## config.mk

```make
export PLATFORM = sky130hd
export DESIGN_NAME = updown_mod_counter
export DESIGN_NICKNAME = d
export VERILOG_FILES = /design/src/rtl/updown_cnt_pkg.sv /design/src/rtl/cnt_prescaler.sv /design/src/rtl/updown_mod_counter.sv
export SDC_FILE = /design/constraint.sdc
export NUM_CORES = 1
export LEC_CHECK = 0
export CORE_MARGIN = 8
export CORE_UTILIZATION = 28
export DETAILED_ROUTE_END_ITERATION = 16
export GPL_TIMING_DRIVEN = 0
export MAX_ROUTING_LAYER = met4
export PLACE_DENSITY = 0.67
export SLEW_MARGIN = 5
export SYNTH_ARGS = -nofsm -noshare
export SYNTH_HDL_FRONTEND = slang
export SYNTH_SLANG_ARGS = --single-unit
```

## constraint.sdc

```tcl
create_clock -name clk -period 1.6 [get_ports clk]
set_input_delay 0.4 -clock clk [delete_from_list [all_inputs] [get_ports clk]]
set_output_delay 0.4 -clock clk [all_outputs]
set_load 0.01 [all_outputs]
```

## src/rtl/updown_cnt_pkg.sv

```systemverilog
// Shared types and helpers for the modulo-N up/down counter family.
// The state encoding and direction constants are fixed so that FSM-timeout blocks can decode them directly.
package updown_cnt_pkg;

   typedef enum logic {
      RUN  = 1'b0,
      HALT = 1'b1
   } cnt_state_t;

   localparam logic DIR_UP   = 1'b1;
   localparam logic DIR_DOWN = 1'b0;

   // Out-of-range load values saturate to the top of the count range rather than wrapping.
   function automatic logic [31:0] clamp_load(input logic [31:0] value, input logic [63:0] modulus);
      if ({32'd0, value} >= modulus) begin
         return 32'(modulus - 64'd1);
      end
      return value;
   endfunction

endpackage

```

## src/rtl/cnt_prescaler.sv

```systemverilog
// Divides enabled cycles by PRESCALE; tick marks the enabled cycle that completes a period.
// Instantiated by updown_mod_counter only when UPDOWN_CNT_PRESCALE_EN is defined.
module cnt_prescaler #(
   parameter int PRESCALE = 1
) (
   input  logic clk,
   input  logic res,
   input  logic en,
   input  logic clr,
   output logic tick
);

   localparam int CW = (PRESCALE > 1) ? $clog2(PRESCALE) : 1;
   localparam logic [CW-1:0] LAST = CW'(PRESCALE - 1);

   logic [CW-1:0] preCount;

   assign tick = en && (preCount == LAST);

   // Counts only enabled cycles; clr restarts the period so a load or clear gets a full interval.
   always_ff @(posedge clk or negedge res) begin
      if (!res) begin
         preCount <= '0;
      end else if (clr) begin
         preCount <= '0;
      end else if (en) begin
         if (preCount == LAST) begin
            preCount <= '0;
         end else begin
            preCount <= preCount + CW'(1);
         end
      end
   end

endmodule

```

## src/rtl/updown_mod_counter.sv

```systemverilog
// Parametrised modulo-N up/down counter with clear, clamped load, terminal-count pulse and one-shot halt.
// Optional prescaler is enabled by defining UPDOWN_CNT_PRESCALE_EN.
module updown_mod_counter
   import updown_cnt_pkg::*;
#(
   parameter int     WIDTH     = 4,
   parameter longint MODULUS   = 16,
   parameter longint RESET_VAL = 0,
   parameter int     PRESCALE  = 1
) (
   input  logic             clk,
   input  logic             res,
   input  logic             en,
   input  logic             dir,
   input  logic             clr,
   input  logic             load,
   input  logic [WIDTH-1:0] load_val,
   input  logic             one_shot,
   output logic [WIDTH-1:0] y,
   output logic             tc,
   output logic             done
);

   // Terminal value held as a full WIDTH-bit constant so MODULUS == 2**WIDTH needs no special case.
   localparam logic [WIDTH-1:0] TERM  = WIDTH'(MODULUS - 1);
   localparam logic [WIDTH-1:0] RST_Y = WIDTH'(RESET_VAL);

   if (WIDTH < 2 || WIDTH > 32) begin : g_bad_width
      $error("updown_mod_counter: WIDTH must be 2..32");
   end
   if (MODULUS < 2 || 64'(MODULUS) > (64'd1 << WIDTH)) begin : g_bad_modulus
      $error("updown_mod_counter: MODULUS must be 2..2**WIDTH");
   end
   if (RESET_VAL < 0 || RESET_VAL >= MODULUS) begin : g_bad_reset
      $error("updown_mod_counter: RESET_VAL must be below MODULUS");
   end
   if (PRESCALE < 1 || PRESCALE > 256) begin : g_bad_prescale
      $error("updown_mod_counter: PRESCALE must be 1..256");
   end

   cnt_state_t       state, nextState;
   logic [WIDTH-1:0] nextY;
   logic             nextTc;
   logic             nextDone;
   logic [WIDTH-1:0] loadClamped;
   logic             stepReq;
   logic             atTerm;

   assign loadClamped = WIDTH'(clamp_load(32'(load_val), 64'(MODULUS)));

`ifdef UPDOWN_CNT_PRESCALE_EN
   logic preTick;

   // Prescaler only advances on cycles that could otherwise count, and restarts on clear or load.
   cnt_prescaler #(
      .PRESCALE(PRESCALE)
   ) u_prescaler (
      .clk (clk),
      .res (res),
      .en  (en && (state == RUN) && !clr && !load),
      .clr (clr || load),
      .tick(preTick)
   );

   assign stepReq = preTick;
`else
   assign stepReq = en;
`endif

   assign atTerm = (dir == DIR_UP) ? (y == TERM) : (y == '0);

   // Next-state and output decode: clr beats load beats a count step; otherwise everything holds.
   always_comb begin
      nextState = state;
      nextY     = y;
      nextTc    = 1'b0;
      nextDone  = done;
      if (clr) begin
         nextState = RUN;
         nextY     = '0;
         nextDone  = 1'b0;
      end else if (load) begin
         nextState = RUN;
         nextY     = loadClamped;
         nextDone  = 1'b0;
      end else if (stepReq && (state == RUN)) begin
         if (atTerm) begin
            nextTc = 1'b1;
            if (one_shot) begin
               nextState = HALT;
               nextDone  = 1'b1;
            end else begin
               nextY = (dir == DIR_DOWN) ? TERM : '0;
            end
         end else begin
            nextY = (dir == DIR_DOWN) ? (y - WIDTH'(1)) : (y + WIDTH'(1));
         end
      end
   end

   always_ff @(posedge clk or negedge res) begin
      if (!res) begin
         state <= RUN;
         y     <= RST_Y;
         tc    <= 1'b0;
         done  <= 1'b0;
      end else begin
         state <= nextState;
         y     <= nextY;
         tc    <= nextTc;
         done  <= nextDone;
      end
   end

endmodule

```

==> impl_metrics.csv <==
group,metric,value,unit
run_status,status,"finished with violations",
run_status,violations,"setup timing",
synth,syn-cell-area,488,um2
sta,worstMarginPinSlew,0.321,ns
synth,synth_edf_count,0,
synth,synth_flop_cell,"dfrtp_1",
clock_tree,clock_path_buffers,2,
pwr,powerDensity,687,nW/um2
pwr,vdd_drop_max,0.384,mV
die,dieWidth,57.7,um
critical_path,r2r_slack,-0.08,ns
global_routing,grt_pass1_wl,2.30,mm
finish,drive_gt1_frac,0.321,
synth,yosysSeqAreaShare,0.308,
critical_path,crit_chain,"or4_4, nor3b_4, o21a_2, o31ai_1",
sta,rsz0062_at_grt,"yes",
min_path,min_path_type,"in2async",
synth,syn_avg_cell_area,9.57,um2
synth,synth_top_cells_by_area,"dfrtp_1, ha_1, o211ai_1, fa_1, xor2_1",
clock_tree,cts.clk_slew.worst_paths,0.05,ns
route,drc,0,
critical_path,slowest_stage,"or4_4",
sta,fmax,596,MHz
critical_path,r2r-start,"y[1]",
critical_path,startpoint_type,"flop",
synth,syn_inst,51,
sta,max_slew_margin,0.785,
die,num_io_pins,17,
clock_tree,cts.sinks,6,
synth,netlist.area_leader.share,0.308,
finish,n_fill_cell,164,
finish,final_util,0.474,
critical_path,critPathKind,"reg2reg",
sta,finalMaxSlewViolations,0,
route,drt_iter0_drc,7,
sta,skew,0.00680,ns
place,dpl.hpwl,1.04,mm
synth,yosys_warnings,0,
job,drv_cap,0,
clock_tree,cts_tree,"yes",
sta,final-setup-viol-count,4,
sta,fin_crit_sh,1.05,
clock_tree,cts_inserted_buffers,3,
pwr,p_leak,0.000355,uW
synth,async_reset_ff_frac,1.00,
die,fp-row-count,15,
critical_path,cp_num_buf_inv,0,
route,drt_first_pass_iters,4,
place,gp_congestion,0.806,
global_routing,grt_max_degree,9,
global_routing,grt-ovfl-total,0,
global_routing,antenna_found_initial,0,
synth,yosys.area.top_type,"dfrtp_1",
die,dieArea,3330,um2
route,vias_per_cell,5.06,
global_routing,grt_pass1_vias,519,
critical_path,critPathLaunch,"y[1]",
place,portBuffers,16,
finish,areaGrowthSynthToFinish,64.1,%
clock_tree,hold_buffers,0,
critical_path,cp_top_family,"simple AND/OR/NAND/NOR gates",
clock_tree,htree_num_levels,1,
sta,tns,-0.300,ns
critical_path,end_kind,"flop",
global_routing,grt_usage,0.0909,
route,route.vias.total,481,
critical_path,crit_path_max_fanout,5,
synth,synth-seq-cells,6,
sta,min_period,1.68,ns
die,initial_core_util,0.289,
finish,nets,93,
finish,antenna_cells,0,
sta,hold_violations,0,
critical_path,crit_required,1.71,ns
synth,yosysUniqueCellTypes,29,
critical_path,cp.arrival,1.79,ns
die,dieHeight,57.7,um
route,ant_nets,0,
synth,syn_nets,65,
clock_tree,root_buffer,"clkbuf_4",
clock_tree,clk-insertion-delay-late,0.24,ns
die,core,1690,um2
route,routed_wl,1.38,mm
finish,regArea,153,um2
route,wl_per_cell,14.5,um
sta,setup_ws,-0.0777,ns
finish,multi_input_area,364,um2
critical_path,cpPeakStageDelay,0.56,ns
-- layer usage --
layer / GRT usage / wire (um) / vias to the layer above
li1: - / - / 248
met1: 0.0930 / 616 / 221
met2: 0.146 / 686 / 8
met3: 0.0287 / 60 / 4
met4: 0.0629 / 20 / 0
met5: - / 0 / -
-- metrics by stage --
stage	hold slack, ns	area [um2]	power, uW	std cells	setup slack [ns]
3_5_place_dp	0.515	687	371	84	-0.720
3_3_place_gp	0.506	687	368	84	-0.713
6_report	0.387	801	550	95	-0.0777
2_1_floorplan	0.104	505	291	51	-0.0364
5_1_grt	0.395	801	599	95	-0.156
4_1_cts	0.383	786	549	93	-0.0838
-- cells in the final DEF (no fill, tap or decap), types with 2 or more instances in the layout --
master,netlist,final
nor2_1,2,2
buf_4,0,8
dlygate4sd2_1,0,3
and3_1,2,2
dfrtp_1,6,4
clkbuf_4,0,3
a21oi_1,3,3
xor2_1,2,2
clkdlybuf4s50_1,0,11
inv_1,4,3
nand2_1,2,2
o211ai_1,3,3
dfrtp_2,0,2
nand3_1,2,2
o31ai_1,2,2
a31oi_1,2,2
and2_1,2,2
-- registers in the layout, summed over array words and instances (netlist names) --
name	count
y	4
state	1
tc	1
-- final cells by class --
cell class                      count  share of cell area
Timing Repair Buffer               23               0.259
Multi-Input combinational cell     40               0.455
Buffer                              1              0.0172
Clock buffer                        4              0.0328
Tap cell                           17              0.0266
Inverter                            4              0.0188
Sequential cell                     6               0.191
-- path summary, 6_finish.rpt --
check,to,depth (start not counted)
worst max-delay path,y[1],4
worst min-delay path,y[3],1
worst max register to register,y[1],4
worst min register to register,state,1
max in group asynchronous,y[2],1
min in group clk,state,1
-- cell usage after synthesis, types with 2 or more instances --
library cell  n
xor2_1        2
inv_1         4
and3_1        2
nor2_1        2
o211ai_1      3
a21oi_1       3
dfrtp_1       6
nand2_1       2
o21ai_0       2
nand3_1       2
a31oi_1       2
o31ai_1       2
ha_1          2
and2_1        2
-- kinds of logic after synthesis --
kind of cell             after synthesis  synth area share
adder cells (fa/ha/maj)                3            0.0923
XOR/XNOR                               2            0.0359
flip-flops                             6             0.308
buffers and inverters                  5            0.0384
multiplexers                           1            0.0205
AO/OA/AOI/OAI                         19             0.300
AND/OR/NAND/NOR                       15             0.205
-- report_power, final --
group | internal, uW | switching [uW] | leakage [uW]
logic | 119 | 101 | 0.000263
registers | 166 | 17.3 | 0.0000766
clock network | 94.3 | 52.0 | 0.0000150
total | 380 | 171 | 0.000355
-- timing repair --
action | CTS | global route
setup endpoints to repair | 9 | 5
setup buffers | 5 | 2
gates resized for setup | 14 | 0
pin swaps | 7 | 0
cloned | 0 | 0
-- worst reg2reg max path: stages, from the launching register on --
cell     delay [ns]
dfrtp_2        0.43
or4_4          0.56
nor3b_4        0.28
o21a_2         0.19
o31ai_1        0.08
(Power assumes the default switching activity.)
